File: src/rtl/scan_pkg.sv
// Shared scan-chain definitions: controller state encoding and counter sizing.
package scan_pkg;

    typedef enum logic [2:0] {
        S_IDLE  = 3'd0,
        S_SHIFT = 3'd1,
        S_CAPT  = 3'd2,
        S_UNLD  = 3'd3,
        S_FIN   = 3'd4
    } scan_state_e;

    // Bits needed to count 0..n without wrapping.
    function automatic int cnt_width(input int n);
        return $clog2(n + 1);
    endfunction

endpackage

File: src/rtl/scan_shreg.sv
// N-bit parallel-load serial shift register; load wins over shift.
module scan_shreg #(
    parameter int N = 8
) (
    input  logic         CLK,
    input  logic         CLR,
    input  logic         load,
    input  logic         shift,
    input  logic [N-1:0] d,
    input  logic         sin,
    output logic [N-1:0] q_nxt
);

    logic [N-1:0] q;

    // Next value is exported so the owner can register outputs in the same edge.
    always_comb begin
        if (load)
            q_nxt = d;
        else if (shift)
            q_nxt = {q[N-2:0], sin};
        else
            q_nxt = q;
    end

    always_ff @(posedge CLK or posedge CLR) begin
        if (CLR)
            q <= '0;
        else
            q <= q_nxt;
    end

endmodule

File: src/rtl/scan_chain_ctl.sv
// Scan chain controller: exchange or load-capture-unload of an N-bit chain.
module scan_chain_ctl
    import scan_pkg::*;
#(
    parameter int N = 8
) (
    input  logic         CLK,
    input  logic         CLR,
    input  logic         START,
    input  logic         CAP,
    input  logic [N-1:0] LOAD_DATA,
    input  logic         SCANRET,
    output logic         TEST,
    output logic         SCANOUT,
    output logic         BUSY,
    output logic         DONE,
    output logic [N-1:0] UNLOAD_DATA
);

    localparam int CW = cnt_width(N);

    scan_state_e   state, state_n;
    logic [CW-1:0] cnt, cnt_d;
    logic          cap_q, last;
    logic          sr_load, sr_shift;
    logic          test_d, scanout_d, busy_d, done_d;
    logic [N-1:0]  sr_nxt;

    assign last = (cnt == CW'(N - 1));

    scan_shreg #(.N(N)) u_sr (
        .CLK   (CLK),
        .CLR   (CLR),
        .load  (sr_load),
        .shift (sr_shift),
        .d     (LOAD_DATA),
        .sin   (SCANRET),
        .q_nxt (sr_nxt)
    );

    // Outputs are registered from the next state, so each one is valid in the
    // cycle its state is occupied and nothing downstream sees decode glitches.
    always_ff @(posedge CLK or posedge CLR) begin
        if (CLR) begin
            state       <= S_IDLE;
            cnt         <= '0;
            cap_q       <= 1'b0;
            TEST        <= 1'b0;
            SCANOUT     <= 1'b0;
            BUSY        <= 1'b0;
            DONE        <= 1'b0;
            UNLOAD_DATA <= '0;
        end else begin
            state   <= state_n;
            cnt     <= cnt_d;
            TEST    <= test_d;
            SCANOUT <= scanout_d;
            BUSY    <= busy_d;
            DONE    <= done_d;
            if (sr_load)
                cap_q <= CAP;
            if (state_n == S_FIN)
                UNLOAD_DATA <= sr_nxt;
        end
    end

    always_comb begin
        state_n = state;
        unique case (state)
            S_IDLE:  if (START) state_n = S_SHIFT;
            S_SHIFT: if (last)  state_n = cap_q ? S_CAPT : S_FIN;
            S_CAPT:  state_n = S_UNLD;
            S_UNLD:  if (last)  state_n = S_FIN;
            S_FIN:   state_n = S_IDLE;
            default: state_n = S_IDLE;
        endcase
    end

    always_comb begin
        sr_load   = (state == S_IDLE) && START;
        sr_shift  = (state == S_SHIFT) || (state == S_UNLD);
        cnt_d     = (sr_shift && !last) ? cnt + CW'(1) : '0;
        test_d    = (state_n == S_SHIFT) || (state_n == S_UNLD);
        // Only SHIFT drives pattern bits; UNLD zero-fills the chain.
        scanout_d = (state_n == S_SHIFT) ? sr_nxt[N-1] : 1'b0;
        busy_d    = (state_n != S_IDLE);
        done_d    = (state_n == S_FIN);
    end

endmodule

File: config.mk
export PLATFORM = sky130hd
export DESIGN_NAME = scan_chain_ctl
export DESIGN_NICKNAME = d
export VERILOG_FILES = /design/src/rtl/scan_pkg.sv /design/src/rtl/scan_shreg.sv /design/src/rtl/scan_chain_ctl.sv
export SDC_FILE = /design/constraint.sdc
export NUM_CORES = 1
export LEC_CHECK = 0
export BUFFER_PORTS_ARGS = -buffer_cell sky130_fd_sc_hd__buf_2
export CAP_MARGIN = 15
export CORE_AREA = 2 2 51 53
export DETAILED_ROUTE_END_ITERATION = 10
export DIE_AREA = 0 0 53 55
export GPL_TIMING_DRIVEN = 0
export PLACE_DENSITY_LB_ADDON = 0.1
export SLEW_MARGIN = 20
export SYNTH_ARGS = -nofsm -noshare
export SYNTH_HDL_FRONTEND = slang
export SYNTH_SLANG_ARGS = --single-unit
File: constraint.sdc
create_clock -name CLK -period 2.15 [get_ports CLK]
set_clock_uncertainty 0.05 [all_clocks]
set_input_delay 0.1075 -clock CLK [delete_from_list [all_inputs] [get_ports CLK]]
set_output_delay 0.1075 -clock CLK [all_outputs]
set_load 0.05 [all_outputs]
Word level (Yosys, flattened, before mapping):

Cells that the tools add are included.

* register bits after elaboration: 28
* logic and storage cells: 33

* $add $sub $neg: 1
* equal/unequal tests: 7
* muxes and demuxes: 9
* reductions and logical operators: 7

Operators by type and width (number)
* 8-bit 2-to-1 mux: 2
* 3-bit 2-to-1 mux: 4
* 3-bit case mux with 4 select lines: 1
* 3-bit by 2-bit == test with 1-bit output (second input constant): 3
* 3-bit by 1-bit == test with 1-bit output (second input constant): 2
* 4-bit by 1-bit adder with 4-bit output (second input constant): 1
* 4-bit by 3-bit == test with 1-bit output (second input constant): 1
* 4-bit 2-to-1 mux: 1
* 3-bit == test (second input constant): 1
* 3-bit zero test: 1
* 3-bit nonzero test: 1
* 1-bit logical AND: 2
* 1-bit logical OR: 2
* 1-bit zero test: 1
* 1-bit 2-to-1 mux: 1

Longest topological paths before layout:

* word-level depth: 5
* mapped depth: 4
* mapped depth without buffers: 4

Cells and area by module:

From an unflattened synthesis, not the netlist that was laid out.

* cells, all modules: 93
* area total of the unflattened synthesis: 1181.1 um2

By module, submodules not included
* scan_chain_ctl: instances 1, cells an instance 58, area an instance 804.5 um2
* scan_shreg: instances 1, cells an instance 35, area an instance 376.6 um2

Least setup slack after synthesis:

OpenSTA, ideal clock, no wires.

* kind: register to register
* start point: register cnt[0]
* end point: register UNLOAD_DATA[0]
* data arrival time: 1.451 ns
* required time: 1.975 ns
* path slack: 0.524 ns
* stages on the path, launching flop included: 5
* buffers on the path: 0
* path through: dfrtp_1 -> ha_1 -> nand3b_1 -> nor3_4 -> mux2_2

* cells in the longest elaborated chain, start to end: 4

Ends and longest elaborated chain
* start: declaration: RTL line scan_chain_ctl.sv:23 `logic [CW-1:0] cnt, cnt_d;`
* start signal: assignment: RTL line scan_chain_ctl.sv:55 `cnt <= cnt_d;`
* 4-bit by 3-bit == test with 1-bit output *: RTL line scan_chain_ctl.sv:29 `assign last = (cnt == CW'(N - 1));`
* 3-bit 2-to-1 mux, on equally long branches: RTL line scan_chain_ctl.sv:73, scan_chain_ctl.sv:71
* 3-bit case mux with 4 select lines *: RTL line scan_chain_ctl.sv:69 `unique case (state)`
* named net state_n[2]: RTL line scan_chain_ctl.sv:22 `scan_state_e state, state_n;`
* 3-bit == test *: RTL line scan_chain_ctl.sv:62 `if (state_n == S_FIN)`
* end signal: assignment: RTL line scan_chain_ctl.sv:63 `UNLOAD_DATA <= sr_nxt;`
* end: declaration: RTL line scan_chain_ctl.sv:17 `output logic [N-1:0] UNLOAD_DATA`

Mark *: on every way through the listed nets, which the timed path passes. The rest lies on a longest branch.
A chain may end at the register's enable or synchronous reset.

Worst setup path in the final report:

* start point: register cnt[0]
* end point: register UNLOAD_DATA[1]

Same word-level chain as after synthesis.

==> impl_metrics.yaml <==
run_status:
  status: "finished clean"
timing:
  rsz0062_at_grt: "false"
  layout_setup_ws_ns: 0.291
  min_period_over_period_pct: 86.5
  tightest_slew_ns: 0.748
  slew-limit-headroom_pct: 50.0
  period_needed_ns: 1.86
  setup_violations: 0
  timing.fmax_mhz: 538
  drv_slew: 0
  setup_tns_ns: 0
  finalHoldViolCount: 0
clock_tree:
  cts_buffers: 3
  cts_htree_levels: 1
  cts-resized-gates: 0
  hold_buffers: 11
  clk_pin_slew_ns: 0.14
  cts_sinks: 28
  clock-root-buffer: "clkbuf_4"
  cts_buffer_depth: 2
  post_cts_buffers: 0
  clkLatencyLatePin_ns: 0.31
  cts_tree: "built"
power:
  vdd_drop_max_mv: 0.837
  leakage_nw: 0.671
  power_density_nw_per_um2: 1490
  power_mw: 2.19
global_route:
  grt_pass1_vias: 809
  antenna_found_initial: 0
  grt_pass1_wl_mm: 3.66
  grt_max_degree: 29
  overflow: 0
  track_usage_pct: 17.8
setup_path:
  critical_path_required_ns: 2.31
  critPathKind: "flip-flop to flip-flop"
  start_kind: "flip-flop"
  end_kind: "flip-flop"
  cp_max_fo: 9
  arrival_ns: 2.02
min_path:
  hp-class: "primary input to flip-flop"
synth:
  synthFlopType: "dfrtp_1"
  syn_area_sq_um: 1160
  synthArstFlopShare_pct: 100
  yosysSeqAreaShare_pct: 60.2
  synth_edf_count: 0
  synth_seq_cells: 28
  synth_cells: 92
  synth_warnings: 0
  yosys.cell_types.count: 24
  avgSynthCellArea_sq_um: 12.6
  synth_nets: 106
die:
  coreArea_sq_um: 2360
  initial_core_util_pct: 49.2
  ios: 25
  die_area_sq_um: 2920
  dieWidth_um: 53
  die_y_um: 55
  row_count: 18
finish:
  drive_gt1_share_pct: 32.1
  nets: 146
  area_growth_pct: 26.1
  diodes: 0
  utilization_pct: 62.1
placed_design:
  dp_hpwl_mm: 1.40
  pre_cts_slack_ns: 0.289
  port_buffers: 24
  gp_congestion: 0.658
detailed_routing:
  drc: 0
  wl_per_cell_um: 12.8
  postRouteAntennaNets: 0
  routed_wl_mm: 2.06
  drt-initial-drc-count: 5
  vias: 834
  viasPerCell: 5.18
  dr.pass1.iters: 3
run:
  maxCapViolations: 0
==> metal layers <==
metal / up-vias / global-route usage (%) / wire, um
li1: 401 / - / -
met1: 418 / 23.5 / 903
met2: 13 / 29.0 / 1070
met3: 2 / 3.49 / 67
met4: 0 / 7.26 / 15
met5: - / 0 / 0
==> final cells by class <==
type / count / area (sq um)
Buffer: 2 / 10.0
Clock buffer: 4 / 36.3
Fill cell: 216 / 897
Inverter: 2 / 7.51
Multi-Input combinational cell: 60 / 445
Sequential cell: 28 / 701
Tap cell: 30 / 37.5
Timing Repair Buffer: 35 / 230
==> sequential cells by signal (all words and copies together), names as in the netlist <==
register and flops:
DONE 1, cnt 4, u_sr.q 8, BUSY 1
UNLOAD_DATA 8, state 3, TEST 1, SCANOUT 1
cap_q 1
==> worst max-delay path, cell delays in order (launching register included) <==
cell      delay, ns
dfrtp_1        0.41
ha_1           0.24
nand3b_1       0.20
nor3_4         0.48
mux2_2         0.39
==> cell usage after synthesis (all sizes together), types with 2 or more instances <==
cell    n  share of area (%)
mux2i  10                8.6
buf     2               0.86
and2    2                1.1
o21ai   7                3.0
dfrtp  28                 60
nor3    4                2.7
inv     2               0.65
nor2b   2                1.1
nand2   7                2.3
nor2    8                2.6
mux2    8                7.7
==> layout by cell type (no fill, tap or decap), drive strengths merged, types with 2 or more instances in the layout <==
master	instances
nor2	8
nor2b	2
and2	2
buf	26
inv	2
o21ai	7
mux2	8
nand2	7
nor3	4
dfrtp	28
mux2i	10
dlygate4sd3	11
clkbuf	4
==> worst paths after layout <==
kind                         from             end  slack, ns  depth (start not counted)
min in group asynchronous     CLR          cnt[2]       0.32                          3
min reg2reg                cnt[0]          cnt[0]       0.44                          1
max                        cnt[0]  UNLOAD_DATA[1]       0.29                          4
min                         START            BUSY       0.06                          3
max reg2reg                cnt[0]  UNLOAD_DATA[1]       0.29                          4
max in group asynchronous     CLR  UNLOAD_DATA[1]       1.35                          3
==> cell families after synthesis <==
family	synth area share, %
AO/OA/AOI/OAI	4.30
multiplexers	16.3
XOR/XNOR	0.753
flip-flops	60.2
buffers and inverters	1.51
AND/OR/NAND/NOR	15.8
adder cells (fa/ha/maj)	1.08
==> power by group <==
| part | internal (mW) | total [mW] | switching [mW] |
|---|---|---|---|
| Sequential | 0.764 | 0.921 | 0.157 |
| Combinational | 0.378 | 1.03 | 0.648 |
| Clock | 0.103 | 0.244 | 0.141 |
==> stage by stage <==
step                      hold WS (ns)  cells  cell area (sq um)
final                           0.0593    161               1470
after detailed placement         0.268    146               1320
after CTS                       0.0532    161               1470
after global routing            0.0902    161               1470
after global placement           0.259    146               1320
after floorplan                  0.123     92               1160
(Power assumes the default switching activity.)
